File: config.mk
export PLATFORM = sky130hd
export DESIGN_NAME = chi_mask_prng_flat
export DESIGN_NICKNAME = d
export VERILOG_FILES = /design/src/rtl/chi_mask_prng_if.sv /design/src/rtl/chi_mask_prng.sv /design/src/flat_wrapper.sv
export SDC_FILE = /design/constraint.sdc
export NUM_CORES = 1
export LEC_CHECK = 0
export ABC_CLOCK_PERIOD_IN_PS = 1800
export CAP_MARGIN = 20
export CORE_ASPECT_RATIO = 1.1
export CORE_MARGIN = 2
export CORE_UTILIZATION = 40
export DETAILED_ROUTE_END_ITERATION = 12
export DONT_BUFFER_PORTS = 1
export SKIP_LAST_GASP = 1
export SLEW_MARGIN = 20
export SYNTH_ARGS = -nofsm -noshare
export SYNTH_HDL_FRONTEND = slang
export SYNTH_SLANG_ARGS = --single-unit
export TNS_END_PERCENT = 50
File: constraint.sdc
create_clock -name clk -period 1.8 [get_ports clk]
set_input_delay 0.18 -clock clk [delete_from_list [all_inputs] [get_ports clk]]
set_output_delay 0.18 -clock clk [all_outputs]
set_load 0.1 [all_outputs]
File: src/rtl/chi_mask_prng_if.sv
// Seed / fresh-mask handshake bundle between the round controller and the mask PRNG.
interface chi_mask_prng_if #(
    parameter int unsigned RAND_WIDTH = 64
);
    logic [31:0]           seed_in;
    logic                  seed_valid;
    logic                  seed_ready;
    logic                  reseed;
    logic [RAND_WIDTH-1:0] r;
    logic                  r_valid;
    logic                  r_ready;

    // Controller side: supplies seeds and consumes mask words.
    modport master (
        output seed_in, seed_valid, reseed, r_ready,
        input  seed_ready, r, r_valid
    );

    // PRNG side.
    modport slave (
        input  seed_in, seed_valid, reseed, r_ready,
        output seed_ready, r, r_valid
    );
endinterface

File: src/rtl/chi_mask_prng.sv
// Fresh-mask generator for the masked chi layer: NUM_LANES parallel 32-bit
// Galois LFSRs, seeded word-serially, optionally warmed up, then stepped once
// per consumed mask word.
module chi_mask_prng #(
    parameter int unsigned RAND_WIDTH    = 64,
    parameter int          WARMUP_CYCLES = 16
) (
    input  logic            clk,
    input  logic            rst,
    chi_mask_prng_if.slave  bus
);
    localparam int unsigned NUM_LANES = RAND_WIDTH / 32;
    localparam int unsigned CNT_W     = (NUM_LANES > 1) ? $clog2(NUM_LANES) : 1;
    localparam int unsigned WCNT_W    = (WARMUP_CYCLES > 1) ? $clog2(WARMUP_CYCLES) : 1;
    localparam logic [31:0] POLY      = 32'h80200003;
    localparam logic [CNT_W-1:0]  CNT_LAST  = CNT_W'(NUM_LANES - 1);
    localparam logic [WCNT_W-1:0] WCNT_LAST = WCNT_W'(WARMUP_CYCLES - 1);

    typedef enum logic [1:0] {
        SEED   = 2'd0,
        WARMUP = 2'd1,
        RUN    = 2'd2
    } state_t;

    state_t                        state, state_nxt;
    logic [CNT_W-1:0]              cnt, cnt_nxt;
    logic [WCNT_W-1:0]             wcnt, wcnt_nxt;
    logic [NUM_LANES-1:0][31:0]    lane, lane_nxt;
    logic                          seed_ready;
    logic                          r_valid;

    function automatic logic [31:0] lfsr_step(input logic [31:0] s);
        return (s >> 1) ^ (s[0] ? POLY : 32'h0);
    endfunction

    assign bus.seed_ready = seed_ready;
    assign bus.r_valid    = r_valid;
    assign bus.r          = lane;

    // State, counters, lanes and the decoded handshake flags.
    always_ff @(posedge clk) begin
        if (rst) begin
            state      <= SEED;
            cnt        <= '0;
            wcnt       <= '0;
            lane       <= '0;
            seed_ready <= 1'b0;
            r_valid    <= 1'b0;
        end else begin
            state      <= state_nxt;
            cnt        <= cnt_nxt;
            wcnt       <= wcnt_nxt;
            lane       <= lane_nxt;
            seed_ready <= (state_nxt == SEED);
            r_valid    <= (state_nxt == RUN);
        end
    end

    // Next-state, seed loading, warmup counting and lane stepping.
    always_comb begin
        state_nxt = state;
        cnt_nxt   = cnt;
        wcnt_nxt  = wcnt;
        lane_nxt  = lane;
        unique case (state)
            SEED: begin
                if (bus.seed_valid && seed_ready) begin
                    // An all-zero lane would never leave zero.
                    lane_nxt[cnt] = (bus.seed_in == 32'h0) ? 32'h1 : bus.seed_in;
                    if (cnt == CNT_LAST) begin
                        cnt_nxt   = '0;
                        state_nxt = (WARMUP_CYCLES == 0) ? RUN : WARMUP;
                    end else begin
                        cnt_nxt = cnt + CNT_W'(1);
                    end
                end
            end
            WARMUP: begin
                for (int k = 0; k < int'(NUM_LANES); k++) begin
                    lane_nxt[k] = lfsr_step(lane[k]);
                end
                if (bus.reseed) begin
                    state_nxt = SEED;
                    cnt_nxt   = '0;
                    wcnt_nxt  = '0;
                end else if (wcnt == WCNT_LAST) begin
                    state_nxt = RUN;
                    wcnt_nxt  = '0;
                end else begin
                    wcnt_nxt = wcnt + WCNT_W'(1);
                end
            end
            RUN: begin
                if (r_valid && bus.r_ready) begin
                    for (int k = 0; k < int'(NUM_LANES); k++) begin
                        lane_nxt[k] = lfsr_step(lane[k]);
                    end
                end
                if (bus.reseed) begin
                    state_nxt = SEED;
                    cnt_nxt   = '0;
                end
            end
            default: begin
                state_nxt = SEED;
                cnt_nxt   = '0;
                wcnt_nxt  = '0;
            end
        endcase
    end
endmodule

File: src/flat_wrapper.sv
// flat-port wrapper written by rule: the top's interface ports become plain ports
module chi_mask_prng_flat 
#(
    parameter int unsigned RAND_WIDTH    = 64,
    parameter int          WARMUP_CYCLES = 16
)
  (clk, rst, bus_seed_in, bus_seed_valid, bus_reseed, bus_r_ready, bus_seed_ready, bus_r, bus_r_valid);
  chi_mask_prng_if #(.RAND_WIDTH(RAND_WIDTH)) bus_i ();
  input  logic clk;
  input  logic rst;
  input wire logic [$bits(bus_i.seed_in)-1:0] bus_seed_in;
  input wire logic [$bits(bus_i.seed_valid)-1:0] bus_seed_valid;
  input wire logic [$bits(bus_i.reseed)-1:0] bus_reseed;
  input wire logic [$bits(bus_i.r_ready)-1:0] bus_r_ready;
  output wire logic [$bits(bus_i.seed_ready)-1:0] bus_seed_ready;
  output wire logic [$bits(bus_i.r)-1:0] bus_r;
  output wire logic [$bits(bus_i.r_valid)-1:0] bus_r_valid;
  assign bus_i.seed_in = bus_seed_in;
  assign bus_i.seed_valid = bus_seed_valid;
  assign bus_i.reseed = bus_reseed;
  assign bus_i.r_ready = bus_r_ready;
  assign bus_seed_ready = bus_i.seed_ready;
  assign bus_r = bus_i.r;
  assign bus_r_valid = bus_i.r_valid;
  chi_mask_prng #(.RAND_WIDTH(RAND_WIDTH), .WARMUP_CYCLES(WARMUP_CYCLES)) u_core (.clk(clk), .rst(rst), .bus(bus_i));
endmodule
==> flow_summary.yaml, run 1 <==
outcome:
  outcome: "complete, but fails checks"
  violations_in_the_final_reports: "negative hold slack"
placed_design:
  detailed_place_hpwl_mm: 6.985
  portBuffers: 0
  gp_congestion: 0.8191
yosys:
  synth.net_count: 419
  sequential_cell_area_fraction_in_the_yosys_report_pct: 39.47
  synthesized_area_mm2: 0.003702
  synth_register_bits: 73
  synth_common_cells: "dfxtp_1, nor2_1, a22oi_1, a211oi_2, clkbuf_1"
  yosys.area.top_type_share_pct: 39.47
  synth_top_cells_by_area: "dfxtp_1, a211oi_2, a22oi_1"
  post_synth_inst_count: 377
  cell_taking_the_most_area_after_synthesis: "dfxtp_1"
  post_synth_num_cell_types: 40
  synth_warnings: 0
  synth.avg_cell_area_um2: 9.820
  synth_async_sr_flop_share_pct: 0
  synth_edf_count: 0
  synth_ff_type: "dfxtp_1"
  most_used_standard_cell_by_instance_count_after_synthesis: "dfxtp_1"
clock_network:
  cts.clk_slew.worst_paths_ns: 0.08
  cts.sink_count: 73
  cts_buffers: 9
  cts_tree: "done"
  max-clock-path-buffers: 2
  htree_levels: 3
  clock_insertion_delay_worst_skew_ns: 0.36
  cts_root_buf: "clkbuf_8"
critical_path:
  source_of_the_critical_timing_path: "u_core.state[0]"
  cp.buffers_inverters: 3
  critPathLaunchType: "register"
  critical_path_peak_fanout: 8
  endpoint_kind: "register"
  arrival_ns: 2.03
  regToRegSetupSlack_ns: 0.05
  crit_family: "compound AO/OA/AOI/OAI gates"
  critPathKind: "register to register"
  critical-path-slowest-cell: "a211o_4"
  timing.critical_path.depth: 8
  worst_path_cell_chain: "buf_4, ha_2, a211o_4, nor2_8, buf_6, buf_12, nor2_1, a211oi_2"
  cp_data_required_time_ns: 2.08
  largest_stage_delay_worst_path_ns: 0.36
  critPathCapture: "u_core.bus.r[21]"
  worstReg2RegEnd: "u_core.bus.r[21]"
  reg2reg_depth: 8
  timing.rr.start: "u_core.state[0]"
final_layout:
  final_nets: 494
  post_route_cells_drive_above_1_share_pct: 42.67
  synthToLayoutAreaGrowth_pct: 33.22
  postLayoutCoreUtil_pct: 55.30
  antenna-diode-count: 0
timing:
  fin_hold_ws_ns: -0.1196
  max_freq_mhz: 573.0
  finalClockSkew_ns: 0.008926
  transition_time_of_the_tightest_slew_check_pin_ns: 0.3805
  final.min_clock_period_ns: 1.745
  finalCritPeriodShare_pct: 96.95
  setup_viol: 0
  timing.final.max_slew_violations: 0
  rsz0062_at_grt: "yes"
  worst_rel_slew_slack_pct: 74.60
  final-hold-violation-count: 43
routing:
  drcViolationCount: 0
  num_vias: 3393
  maxUsedRoutingLayer: "met4"
  number_of_detailed_route_iterations_in_the_first_pass: 6
  drt-initial-drc-count: 232
  post_drt_via_cell_ratio: 5.942
  drtAntennaViolNets: 0
  wl_mm: 11.14
  wl_per_cell_um: 19.51
  met3RoutedLength_um: 774
  met1Wirelength_mm: 4.765
  wl_met2_mm: 5.465
run:
  max_cap_violations: 0
pwr:
  combinationalPowerShare_pct: 31.2
  power.share.sequential_pct: 36.1
  max-vdd-ir-drop_v: 0.0008703
  fin_total_pwr_uw: 5006
  intPower_uw: 3133
  p_switching_uw: 1873
  total_leakage_power_uw: 0.001850
  power_per_cell_area_mw_per_mm2: 1015
  netSwitchingFraction_pct: 37.41
  clkPwrFrac_pct: 32.7
floorplan:
  floorplan.rows: 36
  die_y_um: 104.9
  chip_width_um: 95.73
  pin_count: 103
  placeable_core_region_mm2: 0.008919
  initial_core_utilization_pct: 41.51
  die_area_mm2: 0.01004
worst_hold_path:
  worstHoldPathCells: 1
  hold_class: "input pin to register"
global_routing:
  global_route.usage.total_pct: 22.59
  grt_pass1_wl_mm: 17.80
  grt_start_max_net_pins: 77
  globalRoute.totalOverflow: 0
  number_of_global_route_vias_before_repair: 3366
  antenna_found_initial: 0
==> sequential cells by signal (all words and copies together), names as in the netlist <==
signal,cells
u_core.state,2
u_core.bus.r,64
u_core.wcnt,4
u_core.bus.r_valid,1
u_core.bus.seed_ready,1
u_core.cnt,1
==> cells in the final DEF (no fill, tap or decap), types with 2 or more instances in the layout <==
cell,instances
buf_4,85
nor2_1,72
dfxtp_1,69
a22oi_1,63
a211oi_2,58
clkbuf_8,12
a21oi_1,9
nor4_1,8
nand2b_1,5
a211oi_1,5
buf_6,5
xor2_1,4
buf_12,4
buf_16,3
or2_2,2
o21ai_0,2
nor2_8,2
nand3_1,2
a21oi_2,2
o21a_1,2
and4_1,2
nor4bb_1,2
a221o_1,2
ha_4,2
ha_1,2
bufinv_16,2
clkbuf_16,2
bufbuf_16,2
dfxtp_4,2
dfxtp_2,2
==> worst min-delay path by stage <==
stage	endpoint	startpoint
2_1_floorplan	u_core.bus.r[2]	bus_seed_in[2]
5_1_grt	u_core.bus.r[8]	rst
3_3_place_gp	u_core.bus.seed_ready	rst
3_5_place_dp	u_core.bus.seed_ready	rst
6_report	u_core.bus.seed_ready	rst
4_1_cts	u_core.bus.r[8]	rst
==> kinds of logic after synthesis <==
logic type                 synth area share [%]
buffers and inverters                     5.880
xor gates and xnor gates                 0.9462
DFF                                       39.47
AOI/OAI and AO/OA                         37.78
adders and majority gates                 1.690
and+or+nand+nor                           14.23
==> metal layers <==
layer	up-vias	track usage, %
met5	-	0
met4	0	7.347
met3	11	5.119
met2	110	35.76
met1	1687	30.21
li1	1585	-
==> through the flow <==
stage               setup WS (ns)  setup TNS, ns  std cells  hold slack, ns  instance area [µm²]
CTS                      -0.01313       -0.01313        569         -0.1242                 4837
finish                    0.05484              0        571         -0.1196                 4932
global placement          0.04136              0        537          0.2614                 4322
floorplan               0.0002160              0        377          0.4343                 3717
detailed placement       -0.02516        -0.1535        537          0.2627                 4322
global route            0.0006815              0        571         -0.1382                 4932
==> worst register-to-register path, delay by kind of cell (launching register included) <==
family | cells | cell delay, ns
AOI/OAI and AO/OA | 2 | 0.55
buffers and inverters | 3 | 0.41
DFF | 1 | 0.34
adders and majority gates | 1 | 0.19
and+or+nand+nor | 2 | 0.18
==> cell type report <==
type	count	area (µm²)
fill	790	3986
multi-input combinational	265	2100
sequential	73	1471
timing repair buffer	100	947.2
clock buffer	13	190.2
tap	114	142.6
clock inverter	3	67.56
inverter	3	13.76
==> what timing repair did <==
action / 4_1_cts / 5_1_grt
endpoints found under the hold margin: 71 / 71
gates resized for setup: 13 / 12
cloned: 5 / 1
endpoints found under the setup margin: 57 / 69
buffers inserted: 11 / 2
pin swaps: 7 / 12
==> power by group through the flow <==
stage | Combinational, µW | Sequential (µW) | Clock, µW
2_1_floorplan | 480 | 2570 | 0
3_5_place_dp | 1440 | 1840 | 0
4_1_cts | 1550 | 1800 | 1650
3_3_place_gp | 1420 | 1840 | 0
5_1_grt | 1630 | 1820 | 1710
6_report | 1560 | 1810 | 1640
No activity file was read; power rests on OpenSTA's default activity.
==> run 2, diff against run 1 <==
- CORE_MARGIN: 2 -> default
==> flow_summary.yaml, run 2 (same netlist as run 1, synthesis figures left out) <==
clock_network:
  cts_root_buf: "clkbuf_8"
  cts_buffers: 9
  max-clock-path-buffers: 2
  htree_levels: 3
  cts.sink_count: 73
  cts.clk_slew.worst_paths_ns: 0.08
  cts_tree: "done"
  clock_insertion_delay_worst_skew_ns: 0.36
pwr:
  total_leakage_power_uw: 0.001812
  max-vdd-ir-drop_v: 0.0004790
  power_per_cell_area_mw_per_mm2: 960.2
  fin_total_pwr_uw: 4651
final_layout:
  final_nets: 491
  layout.cells.most_common_list: "buf_4, nor2_1, dfxtp_1"
  layout.cells.most_common: "buf_4"
  antenna-diode-count: 0
  postLayoutCoreUtil_pct: 54.31
  final_cell_count_no_fill: 568
  largest_register_ffs: 64
  multi_input_logic_area_mm2: 0.002095
  sequential_cell_area_mm2: 0.001471
  synthToLayoutAreaGrowth_pct: 30.82
  filler_cell_count: 830
  post_route_design_area_mm2: 0.004843
  post_route_cells_drive_above_1_share_pct: 41.85
critical_path:
  worst_path_cell_chain: "buf_4, ha_4, a211o_4, nor2_8, buf_12, bufbuf_16, a211oi_1"
  critical_path_peak_fanout: 11
  cp.buffers_inverters: 3
  reg2reg_depth: 7
  endpoint_kind: "register"
  critical-path-slowest-cell: "a211o_4"
  arrival_ns: 1.99
  source_of_the_critical_timing_path: "u_core.state[1]"
  critPathCapture: "u_core.bus.r[1]"
  critPathLaunchType: "register"
  critPathKind: "register to register"
  regToRegSetupSlack_ns: 0.05
  cp_data_required_time_ns: 2.04
  largest_stage_delay_worst_path_ns: 0.37
  timing.critical_path.depth: 7
  timing.rr.start: "u_core.state[1]"
  crit_family: "buffers and inverters"
  worstReg2RegEnd: "u_core.bus.r[1]"
timing:
  setup_viol: 0
  fin_hold_ws_ns: -0.1144
  final-hold-violation-count: 71
  worst_rel_slew_slack_pct: 73.66
  fin_tns_setup_ns: 0
  timing.final.max_slew_violations: 0
  finalCritPeriodShare_pct: 97.12
  final.min_clock_period_ns: 1.748
  max_freq_mhz: 572.0
  rsz0062_at_grt: "yes"
  finalClockSkew_ns: 0.006133
  transition_time_of_the_tightest_slew_check_pin_ns: 0.3943
global_routing:
  number_of_global_route_vias_before_repair: 3248
  grt_start_max_net_pins: 77
  globalRoute.totalOverflow: 0
  grt_pass1_wl_mm: 16.76
  use_met2_pct: 36.61
  global_route.usage.met3_pct: 6.490
  global_route.usage.total_pct: 22.65
  antenna_found_initial: 0
  global_route.peak_usage_layer: "met2"
  globalRouteMet1Util_pct: 28.11
routing:
  wl_mm: 10.55
  drt-initial-drc-count: 161
  number_of_detailed_route_iterations_in_the_first_pass: 5
  post_drt_via_cell_ratio: 5.794
  drcViolationCount: 0
  wl_per_cell_um: 18.57
  drtAntennaViolNets: 0
  num_vias: 3291
run:
  max_cap_violations: 0
floorplan:
  die_y_um: 102.9
  placeable_core_region_mm2: 0.008919
  floorplan.rows: 36
  chip_width_um: 93.73
  initial_core_utilization_pct: 41.51
  pin_count: 103
  die_area_mm2: 0.009645
placed_design:
  portBuffers: 0
  dpl-instance-area_mm2: 0.004384
  detailed_place_hpwl_mm: 6.834
  gp_congestion: 0.8176
  dpl.cell_count: 542
worst_hold_path:
  hold_class: "input pin to register"
outcome:
  outcome: "complete, but fails checks"
  violations_in_the_final_reports: "negative hold slack"
-- run 2: final cells by class --
class	instances	share of cell area (%)
Tap cell	114	2.945
Clock buffer	12	3.642
Inverter	3	0.2842
Multi-Input combinational cell	265	43.24
Timing Repair Buffer	97	19.01
Sequential cell	73	30.38
Clock inverter	4	0.4908
-- run 2: worst min-delay path by stage --
stage | startpoint | endpoint | depth (start not counted)
6_report | rst | u_core.wcnt[3] | 1
5_1_grt | rst | u_core.bus.r[60] | 1
4_1_cts | rst | u_core.bus.r[5] | 1
3_5_place_dp | rst | u_core.bus.r[4] | 1
3_3_place_gp | rst | u_core.bus.r[3] | 1
2_1_floorplan | bus_seed_in[2] | u_core.bus.r[2] | 2
-- run 2: routing by layer --
layer | vias to the layer above | part of all wire [%]
met5 | - | 0
met2 | 100 | 49
met4 | 0 | 1.8
met1 | 1604 | 43
li1 | 1575 | -
met3 | 12 | 7.0
-- run 2: power breakdown --
group          internal (µW)  switching [µW]
Combinational            437            1120
Clock                    655             639
Sequential              1720            85.4
Total                   2810            1840
-- run 2: through the flow --
stage / setup slack (ns) / hold WS [ns]
3_5_place_dp: -0.04640 / 0.2614
4_1_cts: 0.004223 / -0.1251
6_report: 0.05176 / -0.1144
5_1_grt: -0.02909 / -0.1387
3_3_place_gp: 0.03963 / 0.2612
2_1_floorplan: 0.0002160 / 0.4343
-- run 2: worst reg2reg max path: stages, from the launching register on --
cell and delay [ns]:
dfxtp_2 0.33, buf_4 0.15, ha_4 0.17, a211o_4 0.37
nor2_8 0.15, buf_12 0.13, bufbuf_16 0.27, a211oi_1 0.07
-- run 2: timing repair --
action / 4_1_cts / 5_1_grt
endpoints found under the hold margin: 71 / 71
gates resized for setup: 16 / 7
pin swaps: 12 / 10
buffers inserted: 7 / 0
setup endpoints to repair: 52 / 61
cloned: 4 / 0
==> run 3, diff against run 2 <==
--- a/config.mk
+++ b/config.mk
@@ -9,3 +9,3 @@
 export CAP_MARGIN = 20
-export CORE_ASPECT_RATIO = 1.1
+export CORE_ASPECT_RATIO = 1.25
 export CORE_UTILIZATION = 40
@@ -14,3 +14,3 @@
 export SKIP_LAST_GASP = 1
-export SLEW_MARGIN = 20
+export SLEW_MARGIN = 15
 export SYNTH_ARGS = -nofsm -noshare
==> constraint.sdc (replaced) <==
create_clock -name clk -period 1.8 [get_ports clk]
set_input_delay 0.36 -clock clk [delete_from_list [all_inputs] [get_ports clk]]
set_output_delay 0.36 -clock clk [all_outputs]
set_load 0.1 [all_outputs]
==> flow_summary.yaml, run 3 (same netlist as run 1, synthesis figures left out) <==
clock_network:
  postCtsHoldBufs: 0
  max-clock-path-buffers: 2
  cts.clk_slew.worst_paths_ns: 0.07
  cts_root_buf: "clkbuf_8"
  cts_buffers: 9
  cts_tree: "done"
  htree_levels: 3
  clock_insertion_delay_worst_skew_ns: 0.36
  cts.sink_count: 73
worst_hold_path:
  min_from: "rst"
  worstHoldPathCells: 1
  hold_class: "input pin to register"
  whs_endpoint: "u_core.state[0]"
timing:
  fin_hold_ws_ns: 0.06483
  finalClockSkew_ns: 0.01031
  final-hold-violation-count: 0
  transition_time_of_the_tightest_slew_check_pin_ns: 0.4402
  worst_rel_slew_slack_pct: 70.60
  timing.final.max_slew_violations: 0
  rsz0062_at_grt: "yes"
  finalCritPeriodShare_pct: 96.45
  setup_viol: 0
  max_freq_mhz: 576.0
  final.min_clock_period_ns: 1.736
critical_path:
  largest_stage_delay_worst_path_ns: 0.34
  critPathKind: "register to register"
  worst_path_cell_chain: "inv_2, ha_4, a21boi_4, a211o_4, nor2_8, buf_12, nor2_1, a211oi_1"
  reg2reg_depth: 8
  critical_path_peak_fanout: 30
  critical-path-slowest-cell: "dfxtp_2"
  cp_data_required_time_ns: 2.06
  arrival_ns: 2.00
  worstReg2RegEnd: "u_core.bus.r[57]"
  critPathLaunchType: "register"
  timing.rr.start: "u_core.state[0]"
  regToRegSetupSlack_ns: 0.06
  endpoint_kind: "register"
floorplan:
  die_y_um: 109.6
  floorplan.rows: 38
  placeable_core_region_mm2: 0.008843
  pin_count: 103
  chip_width_um: 88.05
  initial_core_utilization_pct: 41.86
  die_area_mm2: 0.009647
global_routing:
  number_of_global_route_vias_before_repair: 3250
  globalRoute.totalOverflow: 0
  grt_pass1_wl_mm: 17.00
  global_route.usage.total_pct: 23.23
  antenna_found_initial: 0
  grt_start_max_net_pins: 77
pwr:
  total_leakage_power_uw: 0.001822
  power_per_cell_area_mw_per_mm2: 954.9
  max-vdd-ir-drop_v: 0.0005607
routing:
  wl_per_cell_um: 18.58
  post_drt_via_cell_ratio: 5.713
  drt-initial-drc-count: 157
  drtAntennaViolNets: 0
  wl_mm: 10.74
  drcViolationCount: 0
  number_of_detailed_route_iterations_in_the_first_pass: 4
  num_vias: 3302
final_layout:
  filler_cell_count: 812
  post_route_design_area_mm2: 0.004866
  antenna-diode-count: 0
  largest_register_ffs: 64
  final_cell_count_no_fill: 578
  final_nets: 496
  layout.cells.most_common: "buf_4"
  layout.cells.most_common_list: "buf_4, nor2_1, dfxtp_1"
  post_route_cells_drive_above_1_share_pct: 42.36
  synthToLayoutAreaGrowth_pct: 31.43
placed_design:
  portBuffers: 0
  gp_congestion: 0.8351
  dpl-instance-area_mm2: 0.004404
  detailed_place_hpwl_mm: 6.887
  dpl.cell_count: 549
run:
  max_cap_violations: 0
outcome:
  outcome: "complete, no violations"
==> run 3: changes by cell type in the layout (fill, tap and decap cells not counted), sizes merged <==
cell,before,now
buf,96,102
clkinv,4,2
bufbuf,1,0
clkbuf,12,13
==> run 3: final cells by class <==
type | instances | area [µm²] | share of cell area (%)
Tap cell | 120 | 150.1 | 3.086
Inverter | 3 | 11.26 | 0.2314
Clock buffer | 13 | 180.2 | 3.703
Sequential cell | 73 | 1471 | 30.24
Timing Repair Buffer | 102 | 960.9 | 19.75
Clock inverter | 2 | 10.01 | 0.2057
Multi-Input combinational cell | 265 | 2082 | 42.79
==> run 3: timing repair <==
item                       CTS  global route
resized for setup           15             5
setup endpoints to repair    6            58
setup buffers                8             2
gates cloned                 5             0
pin swaps                   13             4
==> run 3: worst max path at each step <==
stage	from	endpoint	slack [ns]	cells after the start
3_3_place_gp	u_core.state[0]	u_core.bus.r[33]	0.07	6
4_1_cts	u_core.state[0]	u_core.bus.r[10]	0.0001	9
5_1_grt	u_core.state[1]	u_core.bus.r[2]	-0.02	9
6_report	u_core.state[0]	u_core.bus.r[57]	0.06	8
3_5_place_dp	u_core.state[0]	u_core.bus.r[20]	-0.001	8
2_1_floorplan	u_core.state[0]	u_core.bus.r[31]	0.0002	7
==> run 3: per-stage QoR <==
step / util [%] / setup TNS, ns / setup WS [ns] / total power (µW)
2_1_floorplan: - / 0 / 0.0002160 / 3047
3_3_place_gp: 49.80 / 0 / 0.06971 / 3278
3_5_place_dp: 49.80 / -0.001231 / -0.001231 / 3301
4_1_cts: 54.80 / 0 / 0.00009748 / 4665
5_1_grt: 55.02 / -0.1236 / -0.02322 / 4810
6_report: 55.02 / 0 / 0.06388 / 4646
==> run 3: power breakdown <==
group          switching (µW)  internal, µW
clock network             619           649
registers                76.1          1720
logic                    1140           447
==> run 3: layer usage <==
layer / GRT usage, % / up-vias / part of all wire (%)
met2: 38.93 / 76 / 51
met1: 28.46 / 1626 / 43
met4: 8.525 / 0 / 1.4
li1: - / 1590 / -
met3: 6.156 / 10 / 4.6
met5: 0 / - / 0
==> run 3: worst max-delay path: cells and delay by family (launching register included) <==
family / cells / cell delay (ns)
adder cells (fa/ha/maj): 1 / 0.16
AND/OR/NAND/NOR: 2 / 0.21
AO/OA/AOI/OAI: 3 / 0.67
buffers and inverters: 2 / 0.26
flip-flops: 1 / 0.34
